===== src/rtl/cla_seq_add_pkg.sv =====
// Shared constants, FSM states and helpers for the chunk-serial CLA adder.
package cla_seq_add_pkg;

    localparam int CHUNK_W = 12;
    localparam int GRP_W   = 4;

    typedef enum logic [1:0] {
        IDLE = 2'd0,
        CALC = 2'd1,
        DONE = 2'd2
    } state_t;

    // Signed overflow: like-signed operands producing an opposite-signed sum.
    function automatic logic ovf_bit(input logic a_msb, input logic b_msb, input logic s_msb);
        return (a_msb == b_msb) && (s_msb != a_msb);
    endfunction

endpackage


===== src/rtl/cla_12bits.sv =====
// 12-bit two-level carry-lookahead adder: 4-bit groups with group generate/propagate.
// Exposes block pm/gm instead of a carry-out so the caller forms the carry itself.
module cla_12bits
    import cla_seq_add_pkg::*;
(
    input  logic [CHUNK_W-1:0] a,
    input  logic [CHUNK_W-1:0] b,
    input  logic               cin,
    output logic [CHUNK_W-1:0] sum,
    output logic               pm,
    output logic               gm
);

    localparam int NGRP = CHUNK_W / GRP_W;

    logic [CHUNK_W-1:0] p, g, c;
    logic [NGRP-1:0]    gp, gg, gc;
    logic               term;

    assign p = a ^ b;
    assign g = a & b;

    always_comb begin
        gp   = '0;
        gg   = '0;
        gc   = '0;
        c    = '0;
        gm   = 1'b0;
        term = 1'b0;

        for (int j = 0; j < NGRP; j++) begin
            gp[j] = &p[j*GRP_W +: GRP_W];
            for (int m = 0; m < GRP_W; m++) begin
                term = g[j*GRP_W+m];
                for (int n = m + 1; n < GRP_W; n++) term = term & p[j*GRP_W+n];
                gg[j] = gg[j] | term;
            end
        end

        // Group carry-ins as flat sums of products over cin and lower groups
        gc[0] = cin;
        for (int j = 0; j < NGRP - 1; j++) begin
            term = cin;
            for (int n = 0; n <= j; n++) term = term & gp[n];
            gc[j+1] = term;
            for (int m = 0; m <= j; m++) begin
                term = gg[m];
                for (int n = m + 1; n <= j; n++) term = term & gp[n];
                gc[j+1] = gc[j+1] | term;
            end
        end

        for (int j = 0; j < NGRP; j++) begin
            for (int i = 0; i < GRP_W; i++) begin
                term = gc[j];
                for (int n = 0; n < i; n++) term = term & p[j*GRP_W+n];
                c[j*GRP_W+i] = term;
                for (int m = 0; m < i; m++) begin
                    term = g[j*GRP_W+m];
                    for (int n = m + 1; n < i; n++) term = term & p[j*GRP_W+n];
                    c[j*GRP_W+i] = c[j*GRP_W+i] | term;
                end
            end
        end

        for (int m = 0; m < NGRP; m++) begin
            term = gg[m];
            for (int n = m + 1; n < NGRP; n++) term = term & gp[n];
            gm = gm | term;
        end
    end

    assign pm  = &gp;
    assign sum = p ^ c;

endmodule


===== src/rtl/cla_seq_add.sv =====
// Chunk-serial W-bit adder: one 12-bit CLA reused LSB chunk first, valid/ready on both sides.
// Throughput is one operation per WORDS+2 cycles (accept, WORDS chunks, DONE).
module cla_seq_add
    import cla_seq_add_pkg::*;
#(
    parameter int WORDS = 4
) (
    input  logic                     clk,
    input  logic                     rst_n,
    input  logic                     in_valid,
    output logic                     in_ready,
    input  logic [CHUNK_W*WORDS-1:0] in_a,
    input  logic [CHUNK_W*WORDS-1:0] in_b,
    input  logic                     in_cin,
    output logic                     out_valid,
    input  logic                     out_ready,
    output logic [CHUNK_W*WORDS-1:0] out_sum,
    output logic                     out_cout,
    output logic                     out_ovf
);

    localparam int W  = CHUNK_W * WORDS;
    localparam int IW = $clog2(WORDS);
    localparam logic [IW-1:0] LAST_IDX = IW'(WORDS - 1);

    state_t             state;
    logic [W-1:0]       a_q, b_q;
    logic               carry_q;
    logic [IW-1:0]      idx_q;
    logic [CHUNK_W-1:0] a_chunk, b_chunk, sum_chunk;
    logic               pm, gm, carry_nxt;

    assign a_chunk   = a_q[int'(idx_q)*CHUNK_W +: CHUNK_W];
    assign b_chunk   = b_q[int'(idx_q)*CHUNK_W +: CHUNK_W];
    assign carry_nxt = gm | (pm & carry_q);

    cla_12bits u_cla (
        .a   (a_chunk),
        .b   (b_chunk),
        .cin (carry_q),
        .sum (sum_chunk),
        .pm  (pm),
        .gm  (gm)
    );

    always_ff @(posedge clk) begin
        if (!rst_n) begin
            state     <= IDLE;
            in_ready  <= 1'b1;
            out_valid <= 1'b0;
            out_sum   <= '0;
            out_cout  <= 1'b0;
            out_ovf   <= 1'b0;
            a_q       <= '0;
            b_q       <= '0;
            carry_q   <= 1'b0;
            idx_q     <= '0;
        end else begin
            case (state)
                IDLE: begin
                    if (in_valid && in_ready) begin
                        a_q      <= in_a;
                        b_q      <= in_b;
                        carry_q  <= in_cin;
                        idx_q    <= '0;
                        in_ready <= 1'b0;
                        state    <= CALC;
                    end
                end
                CALC: begin
                    out_sum[int'(idx_q)*CHUNK_W +: CHUNK_W] <= sum_chunk;
                    carry_q <= carry_nxt;
                    if (idx_q == LAST_IDX) begin
                        // Top chunk's sum MSB is the result sign bit
                        out_cout  <= carry_nxt;
                        out_ovf   <= ovf_bit(a_q[W-1], b_q[W-1], sum_chunk[CHUNK_W-1]);
                        out_valid <= 1'b1;
                        state     <= DONE;
                    end else begin
                        idx_q <= idx_q + 1'b1;
                    end
                end
                DONE: begin
                    if (out_ready) begin
                        out_valid <= 1'b0;
                        in_ready  <= 1'b1;
                        state     <= IDLE;
                    end
                end
                default: begin
                    out_valid <= 1'b0;
                    in_ready  <= 1'b1;
                    state     <= IDLE;
                end
            endcase
        end
    end

endmodule


===== config.mk =====
export PLATFORM = sky130hd
export DESIGN_NAME = cla_seq_add
export DESIGN_NICKNAME = d
export VERILOG_FILES = /design/src/rtl/cla_seq_add_pkg.sv /design/src/rtl/cla_12bits.sv /design/src/rtl/cla_seq_add.sv
export SDC_FILE = /design/constraint.sdc
export NUM_CORES = 1
export LEC_CHECK = 0
export CAP_MARGIN = 20
export CORE_AREA = 5 5 160 100
export DETAILED_ROUTE_END_ITERATION = 10
export DIE_AREA = 0 0 165 105
export PLACE_DENSITY_LB_ADDON = 0.12
export SYNTH_ARGS = -nofsm -noshare
export SYNTH_HDL_FRONTEND = slang
export SYNTH_HIERARCHICAL = 1
export SYNTH_SLANG_ARGS = --single-unit

===== constraint.sdc =====
create_clock -name clk -period 5.5 [get_ports clk]
set_input_delay 0.825 -clock clk [delete_from_list [all_inputs] [get_ports clk]]
set_output_delay 0.825 -clock clk [all_outputs]
set_load 0.02 [all_outputs]

==> results.cfg <==
[global_routing]
grt.total_usage = 0.2531
grt_max_degree = 97
antenna_found_initial = 0
grt.overflow.total = 0
grt_pass1_vias = 6230
grt_pass1_wl_um = 34590

[min_path]
hold_depth = 2
worstHoldPathType = flop to flop

[clock_tree]
cts_tree = done
cts_hold_buf = 0
cts_resized = 0
clkTransAtPathRegs_ns = 0.07
numCtsBuffers = 17
cts_buffer_depth = 2
root_buffer = clkbuf_16
clock-sinks = 153
post_cts_buffers = 0
htree_levels = 4
clk_latency_ns = 0.43

[yosys]
syn-cell-area_um2 = 7191
synth_top_area_frac = 0.4260
synth_seq_cells = 153
yosysUniqueCellTypes = 57
yosysTopAreaCell = dfxtp_1
synth.most_common_cell = nand2_1
async_flop_share = 0
synthesis.nets = 960
synth_edf_count = 0
syn_area_per_cell_um2 = 8.622
yosysWarningCount = 6
yosysSeqAreaShare = 0.4260
synthCells = 834
synth_area_leaders = dfxtp_1, nand2_1, a21oi_1
synth_flop_cell = dfxtp_1
synth_common_cells = nand2_1, dfxtp_1, a21oi_1, clkbuf_1

[run_status]
status = completed

[place]
io_buffers = 152
hpwl_um = 15990
gp_congestion = 0.8606

[worst_setup_path]
r2r_setup_slack_ns = 0.80
critPathLaunch = idx_q[0]
critPathArrivalTime_ns = 5.03
timing.rr.start = idx_q[0]
end_kind = flop
r2r.worst_path.cells = 14
reg2reg_to = out_sum[31]
critPathRequiredTime_ns = 5.83
worstSetupPathType = flop to flop
cp-start-kind = flop
endpoint = out_sum[31]
crit_fanout = 24

[die]
core-area_um2 = 14290
start_util = 0.5031
die_area_um2 = 17330
rows = 34
die_w_um = 165
boundaryPins = 153
die_h_um = 105

[layout]
antennaDiodeCount = 0
drive_above_1_share = 0.08863
nFillCells = 1188
area_growth_pct = 30.10
nets = 1072

[detailed_routing]
routed_wl_um = 22220
final_antenna_net_count = 0
vias = 6708
dr.pass1.iters = 5
drc_errors = 0
viasPerCell = 5.798
dr.first_iter.drc_count = 779
wl_per_cell_um = 19.21

[sta]
fin_setup_tns_ns = 0
setup_viol = 0
min_period_ns = 4.697
fin_crit_sh = 0.8539
tightest_slew_ns = 0.9735
rsz0062_at_grt = no
hold_viol = 0
slew_viol_final = 0
fmax_ghz = 0.2129
maxSlewHeadroom = 0.3464
fin_skew_ns = 0.009121

[power_and_ir_drop]
total_power_mw = 2.870
p_per_area_nw_per_um2 = 306.7
ir_drop_mv = 0.1950
switchingPower_mw = 0.8069
combPwrFrac = 0.157
p_int_mw = 2.063
seqPwrFrac = 0.422
p_clk_frac = 0.421
swShare = 0.2812
leakagePower_nw = 3.411

[job]
cap_violations = 0
registers in the layout, summed over array words and instances (netlist names), 2 cells and up:
signal   cells
out_sum     48
a_q         48
b_q         48
idx_q        2
state        2
metrics by stage:
stage | std cells | hold slack, ns | utilization | setup WS (ns) | cell area (µm²)
6_report | 1157 | 0.4547 | 0.6545 | 0.8033 | 9355
5_1_grt | 1157 | 0.4711 | 0.6545 | 0.4768 | 9355
4_1_cts | 1156 | 0.4537 | 0.6526 | 0.8491 | 9328
3_5_place_dp | 1124 | 0.4453 | 0.6100 | 0.9224 | 8720
3_3_place_gp | 1124 | 0.4441 | 0.6100 | 1.119 | 8720
2_1_floorplan | 834 | 0.4331 | - | 1.613 | 7191
critical path, stage by stage (launching register included):
cell     delay (ns)
dfxtp_2        0.86
mux4_2         0.67
ha_1           0.35
nand2_1        0.10
nor2_1         0.16
a21oi_1        0.12
o21ai_0        0.30
ha_1           0.21
o21a_1         0.12
o21a_1         0.15
nor2_2         0.04
xnor2_1        0.76
mux2i_1        0.16
a211o_1        0.37
o31ai_1        0.21
final cells by class:
type | instances | area, µm² | share of cell area
tap | 198 | 247.7 | 0.02648
inverter | 5 | 20.02 | 0.002140
multi-input combinational | 609 | 3814 | 0.4077
sequential | 153 | 3064 | 0.3275
clock inverter | 13 | 155.1 | 0.01658
timing repair buffer | 160 | 1602 | 0.1712
clock buffer | 19 | 452.9 | 0.04842
routing by layer:
| metal | global-route usage | wire length [µm] | vias to the layer above |
|---|---|---|---|
| met5 | 0 | 0 | - |
| met4 | 0.05460 | 193 | 0 |
| met3 | 0.06688 | 2224 | 19 |
| met2 | 0.3245 | 8706 | 322 |
| met1 | 0.4139 | 11100 | 3217 |
| li1 | - | - | 3150 |
kinds of logic after synthesis:
| family | after synthesis | synth area share |
|---|---|---|
| DFF | 153 | 0.4260 |
| adders and majority gates | 25 | 0.04663 |
| AOI/OAI and AO/OA | 211 | 0.1657 |
| xor gates and xnor gates | 6 | 0.007309 |
| buffers and inverters | 72 | 0.04646 |
| and+or+nand+nor | 335 | 0.2208 |
| muxes | 32 | 0.08718 |
how the worst min path moves through the flow:
| stage | from | to |
|---|---|---|
| after floorplan | a_q[24] | a_q[24] |
| after global placement | out_sum[4] | out_sum[4] |
| after detailed placement | b_q[26] | b_q[26] |
| after CTS | b_q[26] | b_q[26] |
| after global routing | out_sum[4] | out_sum[4] |
| final | b_q[43] | b_q[43] |
layout by cell type, fill, tap and decap left out, drive strengths merged, types with 3 or more instances in the layout:
cell	count
clkdlybuf4s50	152
nand3b	4
nor2	19
dfxtp	153
a22oi	4
inv	10
o21a	6
ha	22
clkinvlp	3
and3	10
fa	3
a21oi	136
nor3	6
mux4	24
mux2	5
nand4	8
a32oi	4
o211ai	5
nand2	218
a221oi	4
o31ai	8
a211o	3
nor2b	3
a211oi	3
xor2	3
xnor2	3
o21ai	33
clkinv	3
nor3b	6
and3b	13
mux2i	3
nand3	32
nor4b	3
buf	8
clkbuf	19
power groups by stage:
stage	sequential, mW	clock [mW]	combinational, mW
global placement	1.23	0	0.424
detailed placement	1.23	0	0.435
CTS	1.21	1.22	0.439
finish	1.21	1.21	0.450
floorplan	1.21	0	0.277
global route	1.22	1.27	0.482
Note: power is estimated with default switching activity, not from simulation.
